`config.mk`:
```
export PLATFORM = sky130hd
export DESIGN_NAME = rom_uart_streamer
export DESIGN_NICKNAME = d
export VERILOG_FILES = /design/src/rtl/rom_uart_streamer.sv
export SDC_FILE = /design/constraint.sdc
export NUM_CORES = 1
export LEC_CHECK = 0
export ABC_CLOCK_PERIOD_IN_PS = 1700
export BUFFER_PORTS_ARGS = -buffer_cell sky130_fd_sc_hd__buf_4
export CAP_MARGIN = 40
export CORE_MARGIN = 8
export CORE_UTILIZATION = 41
export CTS_BUF_LIST = sky130_fd_sc_hd__clkbuf_4 sky130_fd_sc_hd__clkbuf_8
export CTS_CLUSTER_DIAMETER = 200
export DETAILED_ROUTE_END_ITERATION = 16
export PLACE_DENSITY = 0.63
export SLEW_MARGIN = 15
export SYNTH_ARGS = -nofsm -noshare
export SYNTH_HDL_FRONTEND = slang
export SYNTH_SLANG_ARGS = --single-unit
```
`constraint.sdc`:
```
create_clock -name clk -period 1.7 [get_ports clk]
set_clock_uncertainty 0.05 [all_clocks]
set_input_delay 0.085 -clock clk [delete_from_list [all_inputs] [get_ports clk]]
set_output_delay 0.085 -clock clk [all_outputs]
set_load 0.01 [all_outputs]
```
`src/rtl/rom_uart_streamer.sv`:
```
// rom_uart_streamer: walks the message ROM from address 0 and sends each byte
// on tx as an 8N1 UART frame. A frame is one LOAD cycle, then the start bit,
// eight data bits (LSB first) and the stop bit. tx, busy, done, rom_addr and
// char_idx are all registered.
//
// state   | meaning
// --------+----------------------------------------------------------------
// S_IDLE  | line idle (tx=1), address and index held at 0, waiting for start
// S_LOAD  | one cycle: capture rom_data for the registered rom_addr
// S_START | start bit, tx=0 for CLKS_PER_BIT cycles
// S_DATA  | 8 data bits LSB first, shift register moves right after each bit
// S_STOP  | stop bit, tx=1; then the next character, or FIN after the last
// S_FIN   | one cycle: done=1, busy=0; address and index return to 0
module rom_uart_streamer #(
  parameter int MSG_LEN      = 11,
  parameter int CLKS_PER_BIT = 16,
  parameter int ADDR_W       = 4
) (
  input  logic              clk,
  input  logic              rst_n,
  input  logic              start,
  output logic [ADDR_W-1:0] rom_addr,
  input  logic [7:0]        rom_data,
  output logic              tx,
  output logic              busy,
  output logic              done,
  output logic [ADDR_W-1:0] char_idx
);

  localparam int BAUD_W = $clog2(CLKS_PER_BIT);
  localparam logic [BAUD_W-1:0] BAUD_LAST = BAUD_W'(CLKS_PER_BIT - 1);
  localparam logic [ADDR_W-1:0] LAST_IDX  = ADDR_W'(MSG_LEN - 1);

  typedef enum logic [2:0] {
    S_IDLE,
    S_LOAD,
    S_START,
    S_DATA,
    S_STOP,
    S_FIN
  } state_e;

  state_e              state_q, state_d;
  logic [BAUD_W-1:0]   baud_q, baud_d;
  logic [2:0]          bit_q, bit_d;
  logic [7:0]          shift_q, shift_d;
  logic [ADDR_W-1:0]   rom_addr_q, rom_addr_d;
  logic [ADDR_W-1:0]   char_idx_q, char_idx_d;
  logic                tx_q, tx_d;
  logic                busy_q, busy_d;
  logic                done_q, done_d;
  logic                baud_end;

  assign baud_end = (baud_q == BAUD_LAST);

  // State register and registered outputs; reset aborts a frame immediately.
  always_ff @(posedge clk or negedge rst_n) begin
    if (!rst_n) begin
      state_q    <= S_IDLE;
      baud_q     <= '0;
      bit_q      <= '0;
      shift_q    <= '0;
      rom_addr_q <= '0;
      char_idx_q <= '0;
      tx_q       <= 1'b1;
      busy_q     <= 1'b0;
      done_q     <= 1'b0;
    end else begin
      state_q    <= state_d;
      baud_q     <= baud_d;
      bit_q      <= bit_d;
      shift_q    <= shift_d;
      rom_addr_q <= rom_addr_d;
      char_idx_q <= char_idx_d;
      tx_q       <= tx_d;
      busy_q     <= busy_d;
      done_q     <= done_d;
    end
  end

  // Next-state, counter and output decode. Outputs are decoded from the next
  // state so that the registered versions line up with the state they describe.
  always_comb begin
    state_d    = state_q;
    baud_d     = baud_q;
    bit_d      = bit_q;
    shift_d    = shift_q;
    rom_addr_d = rom_addr_q;
    char_idx_d = char_idx_q;

    unique case (state_q)
      S_IDLE: begin
        rom_addr_d = '0;
        char_idx_d = '0;
        baud_d     = '0;
        bit_d      = '0;
        if (start) state_d = S_LOAD;
      end
      S_LOAD: begin
        shift_d = rom_data;
        baud_d  = '0;
        state_d = S_START;
      end
      S_START: begin
        if (baud_end) begin
          baud_d  = '0;
          bit_d   = '0;
          state_d = S_DATA;
        end else begin
          baud_d = baud_q + BAUD_W'(1);
        end
      end
      S_DATA: begin
        if (baud_end) begin
          baud_d  = '0;
          shift_d = {1'b0, shift_q[7:1]};
          if (bit_q == 3'd7) begin
            bit_d   = '0;
            state_d = S_STOP;
          end else begin
            bit_d = bit_q + 3'd1;
          end
        end else begin
          baud_d = baud_q + BAUD_W'(1);
        end
      end
      S_STOP: begin
        if (baud_end) begin
          baud_d = '0;
          if (char_idx_q == LAST_IDX) begin
            state_d = S_FIN;
          end else begin
            char_idx_d = char_idx_q + ADDR_W'(1);
            rom_addr_d = rom_addr_q + ADDR_W'(1);
            state_d    = S_LOAD;
          end
        end else begin
          baud_d = baud_q + BAUD_W'(1);
        end
      end
      S_FIN: begin
        rom_addr_d = '0;
        char_idx_d = '0;
        state_d    = S_IDLE;
      end
      default: state_d = S_IDLE;
    endcase

    unique case (state_d)
      S_START: tx_d = 1'b0;
      S_DATA:  tx_d = shift_d[0];
      default: tx_d = 1'b1;
    endcase

    busy_d = (state_d == S_LOAD) || (state_d == S_START) ||
             (state_d == S_DATA) || (state_d == S_STOP);
    done_d = (state_d == S_FIN);
  end

  assign rom_addr = rom_addr_q;
  assign char_idx = char_idx_q;
  assign tx       = tx_q;
  assign busy     = busy_q;
  assign done     = done_q;

endmodule

```
==> results of run 1 <==
## metrics by stage
stage	instances	worst slack [ns]
2_1_floorplan	169	0.0166
3_3_place_gp	250	0.0347
3_5_place_dp	250	-0.0394
4_1_cts	259	0.0203
5_1_grt	259	0.00933
6_report	259	0.0796
## worst max-delay path, cell delays in order (launching register included)
cell and delay, ns:
sky130_fd_sc_hd__dfrtp_1 0.36, sky130_fd_sc_hd__ha_2 0.19, sky130_fd_sc_hd__buf_4 0.14, sky130_fd_sc_hd__nand3_4 0.10, sky130_fd_sc_hd__or4_1 0.41, sky130_fd_sc_hd__o211ai_1 0.14, sky130_fd_sc_hd__nor2b_1 0.17
## Yosys cell counts (all sizes together)
library cell and n:
clkbuf 4, a31oi 1, a311oi 1, dfstp 1, a21bo 1, nor2b 3, or4 3, dfrtp 28
buf 6, nand3b 1, o211ai 1, o21ai 15, or3b 1, mux2i 5, nor3 4, nor4 1
a21boi 1, a211o 1, mux2 1, or2 1, nand3 5, nand4 2, or3 1, a22o 2
nand2 15, o22ai 13, a2bb2oi 1, nand2b 7, o41ai 1, nor2 8, a32o 1, and3b 1
and3 4, a22oi 1, ha 6, xor2 1, o31ai 3, inv 4, a21oi 13
## power by group through the flow
| stage | Combinational [uW] | Clock, uW | Sequential [uW] |
|---|---|---|---|
| 2_1_floorplan | 2.81 | 0 | 705 |
| 3_3_place_gp | 34.3 | 0 | 705 |
| 3_5_place_dp | 35.6 | 0 | 705 |
| 4_1_cts | 37.5 | 646 | 692 |
| 5_1_grt | 40.7 | 675 | 692 |
| 6_report | 36.1 | 628 | 693 |
## metal layers
metal | vias up | global-route usage | routed length [um]
met2 | 23 | 0.229 | 2040
met3 | 8 | 0.0456 | 170
met1 | 709 | 0.149 | 1700
met4 | 0 | 0.0593 | 72
li1 | 711 | - | -
met5 | - | 0 | 0
## cell usage in the layout (no fill, tap or decap), types with 5 or more instances in the layout
cell type                   n
sky130_fd_sc_hd__nand2_1   14
sky130_fd_sc_hd__a21oi_1   12
sky130_fd_sc_hd__buf_4     43
sky130_fd_sc_hd__mux2i_1    5
sky130_fd_sc_hd__dfrtp_1   28
sky130_fd_sc_hd__nor2_1     8
sky130_fd_sc_hd__nand2b_1   7
sky130_fd_sc_hd__o21ai_0   15
sky130_fd_sc_hd__clkbuf_8   7
sky130_fd_sc_hd__ha_1       5
sky130_fd_sc_hd__o22ai_1   13
## state kept, by name, indices dropped and copies added (netlist names)
register	count
done	1
rom_addr	4
bit_q	3
busy	1
char_idx	4
shift_q	8
tx	1
baud_q	4
state_q	3
## final cells by class
| type | count | area [um2] | share of cell area |
|---|---|---|---|
| clock buffer | 7 | 96.3 | 0.0468 |
| clock inverter | 1 | 5.00 | 0.00243 |
| inverter | 4 | 15.0 | 0.00729 |
| multi-input combinational | 126 | 822 | 0.399 |
| sequential | 29 | 727 | 0.353 |
| tap | 48 | 60.1 | 0.0292 |
| timing repair buffer | 44 | 333 | 0.162 |
## logic make-up after synthesis
logic type      after synthesis  synth area share
xor+xnor                      1           0.00549
buf+inv                      14            0.0431
simple gates                 57             0.187
mux                           6            0.0384
flops                        29             0.456
fa+ha+maj                     6            0.0471
compound gates               56             0.224
## final timing paths
path,slack (ns),endpoint,start
hold / removal,0.01,shift_q[7],rom_data[7]
hold reg to reg,0.45,shift_q[7],shift_q[7]
setup / recovery,0.08,done,baud_q[0]
max in group asynchronous,1.08,tx,rst_n
setup reg to reg,0.08,done,baud_q[0]
min in group asynchronous,0.21,rom_addr[2],rst_n
## what timing repair did
action                                  CTS  global route
pin swaps                                 0             4
setup buffers                             0             0
hold buffers                              1             0
gates resized for setup                   2             5
hold endpoints to repair                 29             0
endpoints found under the setup margin    4            10
==> metrics.txt, run 1 <==
number of hold violations in the final report 0; routed len/inst approximately 15 um; number of antenna violations at the first check in global routing 0; share of total power consumed by net switching 0.208; Leak Pwr 0.000994 uW; Die ar. about 6100 um2; Maximum Capacitance Violations 0; Register-to-Register Path Depth 6; FF+latch count, synth 29; area of the mapped netlist 1600 um2; largest cells by area after synthesis sky130_fd_sc_hd__dfrtp_1, sky130_fd_sc_hd__o22ai_1, sky130_fd_sc_hd__ha_1; Vias per Instance 5.60; Fill cells 340; relative slew slack 0.752; YS warnings 0; post-route design area 2060 um2; transition time at the pin with the least slew margin 0.372 ns; final critical-path required period around 1.6 ns; vias in the first global route between 1500 and 2000; unrepaired setup endpoints after global routing false; setup violators final 0; fin nets 227; internal power ~1100 uW; number of DRC markers in iteration 0 84; count of mapped cells out of synthesis 169; router iterations before antenna repair 4; total number of vias 1451; Routed Antenna Nets 0; Crit Path Max Fanout 6; share of the yosys chip area belonging to registers 0.456; Clk network pwr share 0.463; Chip Width approximately 78 um; post-synthesis area per instance ~9.4 um2; CTS tree done; Critical Path Sink Type flop; Pwr per Cell Area 659 nW/um2; Worst Hold Margin 0.0136 ns; worst skew pair latency between 0.2 and 0.3 ns; core area 3690 um2; count of buffers from port buffering 21; global route total overflow 0; num ports 22; Net Sw Power 282 uW; Placed Instance Area 1920 um2; CP Class flop to flop; detailed placement HPWL roughly 3.0 mm; area share of the largest cell type after synthesis 0.439; maximum VDD drop between 400 and 500 uV; Clock Tree Buf Depth 2; Max Slew Vio Count 0; setup TNS after final layout 0 ns; share of cells above drive strength 1 0.294; post-synth net total 186; global-route wire length before repair 6.69 mm; Comb power frac 0.027; post-synth top area cell sky130_fd_sc_hd__dfrtp_1; sink count of the clock tree 29; effective utilization at floorplan 0.432; area growth from synthesis to layout 29.0%; placement row count 22; CTS buffer count 5; number of distinct library cells after synthesis 44; period utilization 0.953; final weighted congestion in routability-driven placement 0.869; DRC violation count after routing 0; H-tree levels 2; CP arrival ~1.8 ns; Seq pwr share 0.511; Clk pin slew, worst setup/hold paths around 0.060 ns; status finished clean; largest net degree at the start of global routing 30; diode insertion count for antenna repair 0; Startpoint Class flop; class of the tightest hold or removal check input port to flop; sum of internal, switching and leakage power 1360 uW; Worst EP required approximately 1.9 ns; clock root cell sky130_fd_sc_hd__clkbuf_8; global router's overall resource usage 0.134; Total Routed Length about 4 mm; hold-critical path depth 2; maximum achievable frequency 0.617 GHz; y dimension of the die 78.4 um; final design utilization 0.558
No activity file was read; power rests on OpenSTA's default activity.
==> run 2, diff against run 1 <==
--- a/config.mk
+++ b/config.mk
@@ -8,6 +8,7 @@
 export ABC_CLOCK_PERIOD_IN_PS = 1700
 export BUFFER_PORTS_ARGS = -buffer_cell sky130_fd_sc_hd__buf_4
 export CAP_MARGIN = 40
+export CORE_ASPECT_RATIO = 0.75
 export CORE_MARGIN = 8
 export CORE_UTILIZATION = 41
 export CTS_BUF_LIST = sky130_fd_sc_hd__clkbuf_4 sky130_fd_sc_hd__clkbuf_8
==> run 2 against run 1 <==
Compared with the run above: critical path depth is the same; sequential power is essentially flat; largest power group unchanged; sequential cell count is the same; clock power shrank 7.5%; worst hold slack lost 0.0057 ns; setup slack lost 0.014 ns; non-clock buffer count grew 3; critical path type unchanged.
==> metrics.txt, run 2 (synthesized netlist as in run 1, its figures left out) <==
Crit Path Max Fanout 5; relative slew slack 0.746; global router's overall resource usage 0.135; Leak Pwr 0.00101 uW; DRC violation count after routing 0; Routed Antenna Nets 0; worst skew pair latency 0.28 ns; largest net degree at the start of global routing 30; share of cells above drive strength 1 0.296; num ports 22; Critical Path Sink Type flop; sink count of the clock tree 29; most common cell after layout, fill and taps aside sky130_fd_sc_hd__buf_4; series of cell instances along the critical path ha_4 > buf_6 > nand3_4 > or4_1 > o211ai_1 > nor2b_1; final critical-path required period 1.63 ns; H-tree levels 2; Total Routed Length 4.03 mm; Crit-path slowest cell sky130_fd_sc_hd__or4_1; clock root cell sky130_fd_sc_hd__clkbuf_8; Max Slew Vio Count 0; unrepaired setup endpoints after global routing true; Maximum Capacitance Violations 0; maximum achievable frequency roughly 0.6 GHz; Clk pin slew, worst setup/hold paths 0.06 ns; fin nets 230; y dimension of the die 70.0 um; final weighted congestion in routability-driven placement 0.801; Largest register FFs 8; CP Class flop to flop; core area around 3700 um2; Chip Width 88.0 um; maximum VDD drop 373 uV; count of buffers from port buffering 21; Worst EP required 1.86 ns; total number of vias 1436; Worst Hold Margin 0.00783 ns; number of antenna violations at the first check in global routing 0; Reg2Reg Launch Point baud_q[1]; number of DRC markers in iteration 0 47; effective utilization at floorplan 0.433; period utilization 0.962; detailed placement HPWL ~2.9 mm; CP arrival 1.80 ns; transition time at the pin with the least slew margin 0.381 ns; global route total overflow 0; CP max stage delay 0.41 ns; R2R setup slack 0.07 ns; Vias per Instance about 5.4; diode insertion count for antenna repair 0; number of hold violations in the final report 0; area of combinational cells with multiple inputs 836 um2; Sequential Area 727 um2; area growth from synthesis to layout 31.1%; cell count after placement 255; Die ar. 6160 um2; router iterations before antenna repair 4; origin of the worst setup path baud_q[1]; global-route wire length before repair 6.56 mm; setup violators final 0; Clock Tree Buf Depth 2; CTS buffer count 5; CTS tree done; largest register by flop count shift_q; placement row count 19; routed len/inst 15.2 um; post-layout instance count excluding filler cells between 200 and 300; class of the tightest hold or removal check input port to flop; leading cell types in the layout, fill and taps excluded sky130_fd_sc_hd__buf_4, sky130_fd_sc_hd__dfrtp_1, sky130_fd_sc_hd__nand2_1, sky130_fd_sc_hd__o21ai_0, sky130_fd_sc_hd__o22ai_1; vias in the first global route 1432; Pwr per Cell Area 626 nW/um2; status finished clean; hold path startpoint rom_data[7]; Startpoint Class flop; Fill cells 335
## run 2: layout make-up
type,instances,area share
flip-flops and latches,29,0.347
multi-input cells,126,0.400
clock buffers,7,0.0431
repair buffers,47,0.172
well taps,52,0.0311
inverters,4,0.00718
## run 2: through the flow
stage               worst slack (ns)   util  power [uW]  setup TNS, ns  cell area, um2
finish                        0.0654  0.568        1310              0            2090
global route                 0.00251  0.568        1360              0            2090
CTS                           0.0242  0.558        1330              0            2050
detailed placement           -0.0853  0.526         741         -0.166            1940
global placement              0.0322  0.526         740              0            1940
floorplan                     0.0166      -         708              0            1600
## run 2: final timing paths
| path | cells after the start | endpoint |
|---|---|---|
| min | 2 | shift_q[7] |
| max in group asynchronous | 2 | tx |
| max reg2reg | 6 | done |
| min reg2reg | 1 | shift_q[7] |
| max | 6 | done |
| min in group asynchronous | 2 | baud_q[2] |
## run 2: report_power, final
| part | leakage (uW) | internal (uW) | switching (uW) | total (uW) |
|---|---|---|---|---|
| Sequential | 0.000379 | 692 | 1.01 | 693 |
| Combinational | 0.000579 | 18.0 | 18.4 | 36.4 |
| Clock | 0.0000477 | 336 | 244 | 581 |
| Total | 0.00101 | 1050 | 264 | 1310 |
## run 2: metal layers
metal,track usage,share of wire,vias up
met5,0,0,-
met4,0.0467,0.013,0
met3,0.0467,0.043,6
met2,0.217,0.46,29
met1,0.161,0.48,688
li1,-,-,713
## run 2: critical path: cells and delay by family, from the launching register on
| family | cells | cell delay [ns] |
|---|---|---|
| flip-flops | 1 | 0.39 |
| AO/OA/AOI/OAI | 1 | 0.17 |
| adder cells (fa/ha/maj) | 1 | 0.16 |
| buffers and inverters | 1 | 0.11 |
| AND/OR/NAND/NOR | 3 | 0.68 |
## run 2: timing repair
item | 4_1_cts | 5_1_grt
pin swaps | 2 | 3
hold buffers | 1 | 0
resized for setup | 4 | 4
setup endpoints to repair | 4 | 3
setup buffers | 0 | 2
hold endpoints to repair | 29 | 0
